### src/rtl/wiener_frame_scheduler.sv
// wiener_frame_scheduler: buffers an upstream pixel stream and emits gapless per-block bursts
// framed by start/end-of-frame for the non-stallable Wiener statistics datapath.
module wiener_frame_scheduler #(
  parameter int DATA_WIDTH    = 8,
  parameter int TOTAL_SAMPLES = 8,
  parameter int FIFO_BLOCKS   = 2,
  parameter int DRAIN_TIMEOUT = 1024
) (
  input  logic                  clk,
  input  logic                  rst,
  input  logic                  frame_start_req,
  input  logic [31:0]           blocks_per_frame,
  input  logic                  pix_valid,
  input  logic [DATA_WIDTH-1:0] pix_data,
  output logic                  pix_ready,
  input  logic                  variance_ready,
  output logic                  start_of_frame,
  output logic                  end_of_frame,
  output logic                  start_data,
  output logic [DATA_WIDTH-1:0] data_out,
  output logic                  busy,
  output logic                  frame_done,
  output logic                  err
);
  localparam int DEPTH = FIFO_BLOCKS * TOTAL_SAMPLES;
  localparam int LW    = $clog2(TOTAL_SAMPLES);
  localparam int AW    = $clog2(DEPTH);
  localparam int CW    = $clog2(DEPTH + 1);
  localparam int TW    = $clog2(DRAIN_TIMEOUT + 1);
  localparam int ACW   = 32 + LW;
  typedef enum logic [2:0] {IDLE, SOF, FILL, BURST, DRAIN, EOF} state_t;
  state_t          state_q, state_d;
  logic [31:0]     bpf_q, bpf_d, blk_q, blk_d, vr_q, vr_d;
  logic [ACW-1:0]  acc_q, acc_d;
  logic [LW-1:0]   beat_q, beat_d;
  logic [TW-1:0]   tmr_q, tmr_d;
  logic [CW-1:0]   cnt_q, cnt_d;
  logic [AW-1:0]   wp_q, wp_d, rp_q, rp_d;
  logic            err_q, err_d;
  logic [DATA_WIDTH-1:0] mem_q [DEPTH];
  logic            wr, rd;
  assign pix_ready = (state_q == FILL || state_q == BURST) && cnt_q < CW'(DEPTH)
                     && acc_q < {bpf_q, {LW{1'b0}}};
  assign wr = pix_valid && pix_ready;
  assign rd = state_q == BURST;
  assign start_of_frame = state_q == SOF;
  assign end_of_frame   = state_q == EOF;
  assign frame_done     = state_q == EOF;
  assign start_data     = rd && beat_q == '0;
  assign data_out       = rd ? mem_q[rp_q] : '0;
  assign busy           = state_q != IDLE;
  assign err            = err_q;
  always_comb begin
    state_d = state_q;
    bpf_d   = bpf_q;
    blk_d   = blk_q;
    beat_d  = beat_q;
    err_d   = err_q || (frame_start_req && state_q != IDLE);
    acc_d   = acc_q + ACW'(wr);
    cnt_d   = cnt_q + CW'(wr) - CW'(rd);
    wp_d    = wr ? (wp_q == AW'(DEPTH - 1) ? '0 : wp_q + AW'(1)) : wp_q;
    rp_d    = rd ? (rp_q == AW'(DEPTH - 1) ? '0 : rp_q + AW'(1)) : rp_q;
    vr_d    = (state_q != IDLE && variance_ready && vr_q < bpf_q) ? vr_q + 32'd1 : vr_q;
    tmr_d   = state_q == DRAIN ? tmr_q + TW'(1) : '0;
    case (state_q)
      IDLE: if (frame_start_req) begin
        state_d = SOF;
        bpf_d   = blocks_per_frame;
        acc_d   = '0;
        blk_d   = '0;
        vr_d    = '0;
        beat_d  = '0;
        err_d   = 1'b0;
      end
      SOF:  state_d = bpf_q == '0 ? EOF : FILL;
      FILL: state_d = cnt_d >= CW'(TOTAL_SAMPLES) ? BURST : FILL;
      BURST: begin
        beat_d = beat_q + LW'(1);
        if (beat_q == LW'(TOTAL_SAMPLES - 1)) begin
          blk_d   = blk_q + 32'd1;
          state_d = blk_d == bpf_q ? DRAIN : cnt_d >= CW'(TOTAL_SAMPLES) ? BURST : FILL;
        end
      end
      DRAIN: if (vr_d == bpf_q) state_d = EOF;
        else if (tmr_q == TW'(DRAIN_TIMEOUT - 1)) begin
          state_d = EOF;
          err_d   = 1'b1;
        end
      EOF:     state_d = IDLE;
      default: state_d = IDLE;
    endcase
  end
  always_ff @(posedge clk or posedge rst)
    if (rst) begin
      state_q <= IDLE;
      bpf_q   <= '0;
      blk_q   <= '0;
      vr_q    <= '0;
      acc_q   <= '0;
      beat_q  <= '0;
      tmr_q   <= '0;
      cnt_q   <= '0;
      wp_q    <= '0;
      rp_q    <= '0;
      err_q   <= 1'b0;
    end else begin
      state_q <= state_d;
      bpf_q   <= bpf_d;
      blk_q   <= blk_d;
      vr_q    <= vr_d;
      acc_q   <= acc_d;
      beat_q  <= beat_d;
      tmr_q   <= tmr_d;
      cnt_q   <= cnt_d;
      wp_q    <= wp_d;
      rp_q    <= rp_d;
      err_q   <= err_d;
    end
  always_ff @(posedge clk)
    if (wr) mem_q[wp_q] <= pix_data;
endmodule
### config.mk
export PLATFORM = sky130hd
export DESIGN_NAME = wiener_frame_scheduler
export DESIGN_NICKNAME = d
export VERILOG_FILES = /design/src/rtl/wiener_frame_scheduler.sv
export SDC_FILE = /design/constraint.sdc
export NUM_CORES = 1
export LEC_CHECK = 0
export CORE_MARGIN = 2
export CORE_UTILIZATION = 57
export DETAILED_ROUTE_END_ITERATION = 16
export PLACE_DENSITY_LB_ADDON = 0.1
export SYNTH_ARGS = -nofsm -noshare
export SYNTH_HDL_FRONTEND = slang
export SYNTH_SLANG_ARGS = --single-unit
### constraint.sdc
create_clock -name clk -period 12.4 [get_ports clk]
set_input_delay 3.72 -clock clk [delete_from_list [all_inputs] [get_ports clk]]
set_output_delay 3.72 -clock clk [all_outputs]
set_load 0.005 [all_outputs]
==> After elaboration in Yosys (flattened, before gate mapping) <==
Memories as Yosys holds them, arrays and structs flattened.
Index checks and enable logic that the tools add are counted.
{ "word_totals": {"output_inout_bits": 15, "ramBits": 128, "elab_cells": 85, "ff_bits": 162, "n_memories": 1} }
{ "memory_table": {"columns": ["memory", "depth", "width", "read_ports", "rd_clocked_by_memory_dff", "wr", "line_no", "source"], "rows": [
  ["mem_q", 16, 8, 1, 0, 1, "40", "logic [DATA_WIDTH-1:0] mem_q [DEPTH];"]
]} }
{ "op_classes": {"n_addsub": 9, "order_cmp": 4, "n_reduce_logical": 18, "n_eq_ne": 14, "mux": 28} }
{ "op_table": {"columns": ["op", "count"], "rows": [
  ["2-to-1 mux 32 bit", 5],
  ["2-to-1 mux 35 bit", 2],
  ["adder 32 x 1 -> 32 bit (second input constant)", 2],
  ["== test 32 bit", 2],
  ["one-hot mux 32 bit (2 select lines)", 1],
  ["adder 35 x 1 -> 35 bit", 1],
  ["less-than comparator 35 bit", 1],
  ["logical NOT 32 bit", 1],
  ["less-than comparator 32 bit", 1],
  ["2-to-1 mux 3 bit", 7],
  ["one-hot mux 3 bit (5 select lines)", 1],
  ["adder 11 x 1 -> 11 bit (second input constant)", 1],
  ["== test 11 x 10 -> 1 bit (second input constant)", 1],
  ["2-to-1 mux 11 bit", 1],
  ["== test 3 bit (second input constant)", 3],
  ["adder 4 x 1 -> 4 bit (second input constant)", 2],
  ["== test 4 bit (second input constant)", 2],
  ["2-to-1 mux 4 bit", 2],
  ["2-to-1 mux 8 bit", 1],
  ["logical AND 1 bit", 7],
  ["== test 3 x 2 -> 1 bit (second input constant)", 2],
  ["logical NOT 3 bit", 2],
  ["2-to-1 mux 1 bit", 6],
  ["one-hot mux 3 bit (2 select lines)", 1],
  ["other kinds (15)", 18]
]} }

==> Logic depth before layout (Yosys ltp) <==
{ "logic_depth": {"word_depth": 12, "depth_mapped": 25, "ltp_nobuf": 24} }

==> Least setup slack after synthesis <==
Ideal clock, no wire load.
{ "synth_path": {"path_kind": "input to register", "from": "input port pix_valid", "to": "register state_q[0]", "t_required_ps": 12321, "path_buffers": 1, "stages": 16, "arrival_ps": 6377, "setup_slack_ps": 5944, "cell_sequence": "inv_1 > a211oi_1 > clkbuf_1 > inv_1 > ha_1 > inv_1 > ha_1 > fa_1 > a21o_1 > a21oi_1 > xnor2_1 > nor2_1 > nor3b_1 > o21bai_1 > a21oi_1 > a2bb2oi_1"} }
{ "synth_via": {"elab_chain_cells": 8} }
{ "synth_lines": {"columns": ["item", "line_no", "source"], "rows": [
  ["start, declared", "13", "input logic pix_valid,"],
  ["logical AND 1 bit *", "44", "assign wr = pix_valid && pix_ready;"],
  ["via wr", "41", "logic wr, rd;"],
  ["adder 5 x 1 -> 5 bit *", "60", "cnt_d = cnt_q + CW'(wr) - CW'(rd);"],
  ["subtractor 5 x 1 -> 5 bit *", "60", null],
  ["via cnt_d[4]", "37", "logic [CW-1:0] cnt_q, cnt_d;"],
  ["greater-or-equal comparator 5 x 4 -> 1 bit *", "76, 81", null],
  ["2-to-1 mux 1 bit *", "76, 81", null],
  ["2-to-1 mux 3 bit", "81", "state_d = blk_d == bpf_q ? DRAIN : cnt_d >= CW'(TOTAL_SAMPLES) ? BURST : FILL;"],
  ["2-to-1 mux 3 bit", "79", "if (beat_q == LW'(TOTAL_SAMPLES - 1)) begin"],
  ["one-hot mux 3 bit (5 select lines) *", "65", "case (state_q)"],
  ["end signal, assigned", "107", "state_q <= state_d;"],
  ["end, declared", "32", "state_t state_q, state_d;"]
]} }
The timed path passes the listed nets; every way through them passes the cells marked *. The select of a mux whose other input is x is not followed.
A chain may end at the register's enable or synchronous reset.

==> Worst setup path in the final report <==
{ "layout_path": {"from": "register bpf_q[17]", "to": "output port pix_ready"} }
{ "layout_via": {"elab_chain_cells": 2} }
{ "layout_lines": {"columns": ["item", "line_no", "source"], "rows": [
  ["start, declared", "33", "logic [31:0] bpf_q, bpf_d, blk_q, blk_d, vr_q, vr_d;"],
  ["start signal, assigned", "108", "bpf_q <= bpf_d;"],
  ["less-than comparator 35 bit", "43", "&& acc_q < {bpf_q, {LW{1'b0}}};"],
  ["logical AND 1 bit", "43", null],
  ["end, declared", "15", "output logic pix_ready,"]
]} }
Every way passes these cells.

==> flow_summary.ini <==
[status]
status = completed

[floorplanning]
die_area_sq_um = 29710
ioPinCount = 60
coreArea_sq_um = 27860
fp.dieW_um = 172.4
fp.dieH_um = 172.4
rows = 61
initial_utilization = 0.5800

[setup_path]
path_cells = inv_1 > ha_1 > a21o_1 > a21o_1 > a21o_1 > a21o_1 > a21o_1 > a21o_1 > a21o_1 > a221o_1 > a21oi_1 > clkdlybuf4s50_1
r2r_start = bpf_q[17]
critPathCaptureType = primary output
critPathLaunchType = flop
slowest_stage = dfrtp_1
critPathKind = reg2out
critPathMaxStageDelay_ns = 0.59
crit_fanout = 6
cp.required_ns = 8.68
worstReg2RegEnd = err
cp.arrival_ns = 4.08
cp_num_buf_inv = 2
crit_family = compound AO/OA/AOI/OAI gates
worst_path_most_repeated_cell = a21o_1
ff2ff_path_depth = 13
reg2reg_slack_ns = 6.60

[clock_tree]
numCtsBuffers = 31
post_cts_buffers = 0
tritoncts = built
cts.hold.buffers_added = 0
clock_latency_ns = 0.57
cts.sinks = 290
cts_max_level = 1
cts_root_buffer = clkbuf_16
clk_pin_slew_ns = 0.06
clock_path_buffers = 3
ctsResizeCount = 0

[detailed_routing]
dr_total_vias = 12100
ant_nets = 0
drt-total-wl_um = 44080
wl_per_cell_um = 22.74
drt_iter0_drc = 1179
viasPerCell = 6.245
firstDrtPassIters = 5
drc = 0

[logic_synthesis]
yosysSeqAreaShare = 0.4888
avgSynthCellArea_sq_um = 10.76
synth_simple_gate_area_frac = 0.1647
synth_cell_types = 82
synth_area_sq_um = 16160
ys_warn_count = 0
synth_seq_cells = 290
synth_mux_area_frac = 0.05963
synthCells = 1502
ys.flop_type = dfrtp_1
synthXorXnorAreaFrac = 0.07589
synth_edf_count = 128
synth_top_family_by_area = simple AND/OR/NAND/NOR gates
ys_async_sr_fraction = 0.5586
syn-num-nets = 1628
synth_compound_area_frac = 0.1158
synthAdderAreaFrac = 0.06319

[sta]
period_share = 0.6286
slew_viol_final = 0
fmax_mhz = 128.3
slew_headroom = 0.2042
fin_crit_ns = 7.795
setup_viol = 0
fin_worst_hold_slack_ns = 0.4600
skew_ns = 0.01130
rsz0062_at_grt = false
hold_viol = 0
setup_tns_ns = 0
fin_ws_ns = 4.605
tightest_slew_ns = 1.189

[cells_and_area]
antennaDiodeCount = 0
fin_area_sq_um = 18120
ff_latch_area_sq_um = 7899
area_delta_synth_final_pct = 12.17
fill_cells = 2225
drive_gt1_frac = 0.08526
multiInputGateArea_sq_um = 7766
layout.cells.non_filler = 1938
finalNetCount = 1661
postLayoutCoreUtil = 0.6506

[global_routing]
use_met3 = 0.04326
use_met2 = 0.4570
grt_use_total = 0.3038
grt_pass1_vias = 11670
grt_overflow = 0
use_met1 = 0.4670
gr-max-usage-layer = met1
antenna_found_initial = 0
grt_pass1_wl_um = 67970
grt_max_degree = 69

[placed_design]
dp_cells = 1880
numPortBuffers = 59
gp_congestion = 0.9778
dpl_cell_area_sq_um = 17050
hpwl_um = 31380
place_ws_ns = 4.127

[job]
maxCapViolCount = 0

[power_and_ir_drop]
ir_worst_vdd_mv = 0.1468
fin_total_pwr_mw = 3.728
powerDensity_nw_per_um2 = 205.7
p_leak_nw = 7.340

[hold_path]
min_path_type = reg2reg
holdCritStartpoint = tmr_q[0]
hold_path_depth = 1
holdPathEnd = tmr_q[0]
state kept, by name, summed over array words and instances, names as in the netlist:
name / count
bpf_q: 32
acc_q: 35
state_q: 3
beat_q: 3
tmr_q: 11
cnt_q: 5
wp_q: 4
rp_q: 4
blk_q: 32
err: 1
vr_q: 32
mem_q: 128
worst max-delay path by stage:
stage,from,cells after the start,slack (ns),end
finish,bpf_q[17],12,4.60,pix_ready
global route,variance_ready,11,4.31,err
CTS,bpf_q[17],12,4.58,pix_ready
detailed placement,variance_ready,11,4.13,err
global placement,variance_ready,11,4.10,err
floorplan,rst,1,4.30,acc_q[0]
cells in the mapped netlist, drive strengths merged (51+ instances only):
| cell type | number | area, sq um |
|---|---|---|
| inv | 57 | 214.0 |
| edfxtp | 128 | 3844 |
| xnor2 | 79 | 691.9 |
| nand3 | 51 | 255.2 |
| nand2 | 137 | 514.2 |
| ha | 80 | 1001 |
| dfrtp | 162 | 4054 |
| clkbuf | 55 | 206.5 |
| o21ai | 100 | 500.5 |
| nor2 | 131 | 494.2 |
| xor2 | 61 | 534.3 |
| a21oi | 62 | 314.1 |
layout by cell type, fill, tap and decap left out, types with 14 or more instances in the layout:
| cell type | instances |
|---|---|
| nand2_1 | 137 |
| inv_1 | 55 |
| and4_1 | 17 |
| xnor2_1 | 79 |
| clkbuf_16 | 31 |
| mux4_2 | 40 |
| edfxtp_1 | 128 |
| dfrtp_1 | 161 |
| clkdlybuf4s50_1 | 59 |
| xor2_1 | 61 |
| nor2_1 | 129 |
| nor4_1 | 17 |
| ha_1 | 80 |
| and3_1 | 37 |
| nand3_1 | 51 |
| a21oi_1 | 61 |
| nor3_1 | 23 |
| and2_1 | 19 |
| o21ai_0 | 97 |
| nor2b_1 | 14 |
| nand4_1 | 29 |
| a21o_1 | 27 |
cell families after synthesis:
group           count (synthesis)
compound gates                289
fa+ha+maj                      81
simple gates                  526
flops                         290
xor+xnor                      140
buf+inv                       130
mux                            46
per-layer routing:
metal  vias to the layer above  wire, um
met3                        69      2779
met5                         -         0
met4                         0      1052
met1                      6066     20700
li1                       5565         -
met2                       402     19540
power breakdown:
group | internal, mW | switching (mW) | total (mW)
clock network | 0.585 | 0.402 | 0.988
logic | 0.584 | 0.775 | 1.36
registers | 1.14 | 0.244 | 1.38
total | 2.31 | 1.42 | 3.73
cell type report:
type	count	area share
flip-flops and latches	290	0.4358
clock inverters	22	0.01546
multi-input cells	1082	0.4285
well taps	378	0.02610
clock buffers	36	0.04384
repair buffers	72	0.03797
inverters	58	0.01229
(Power assumes the default switching activity.)
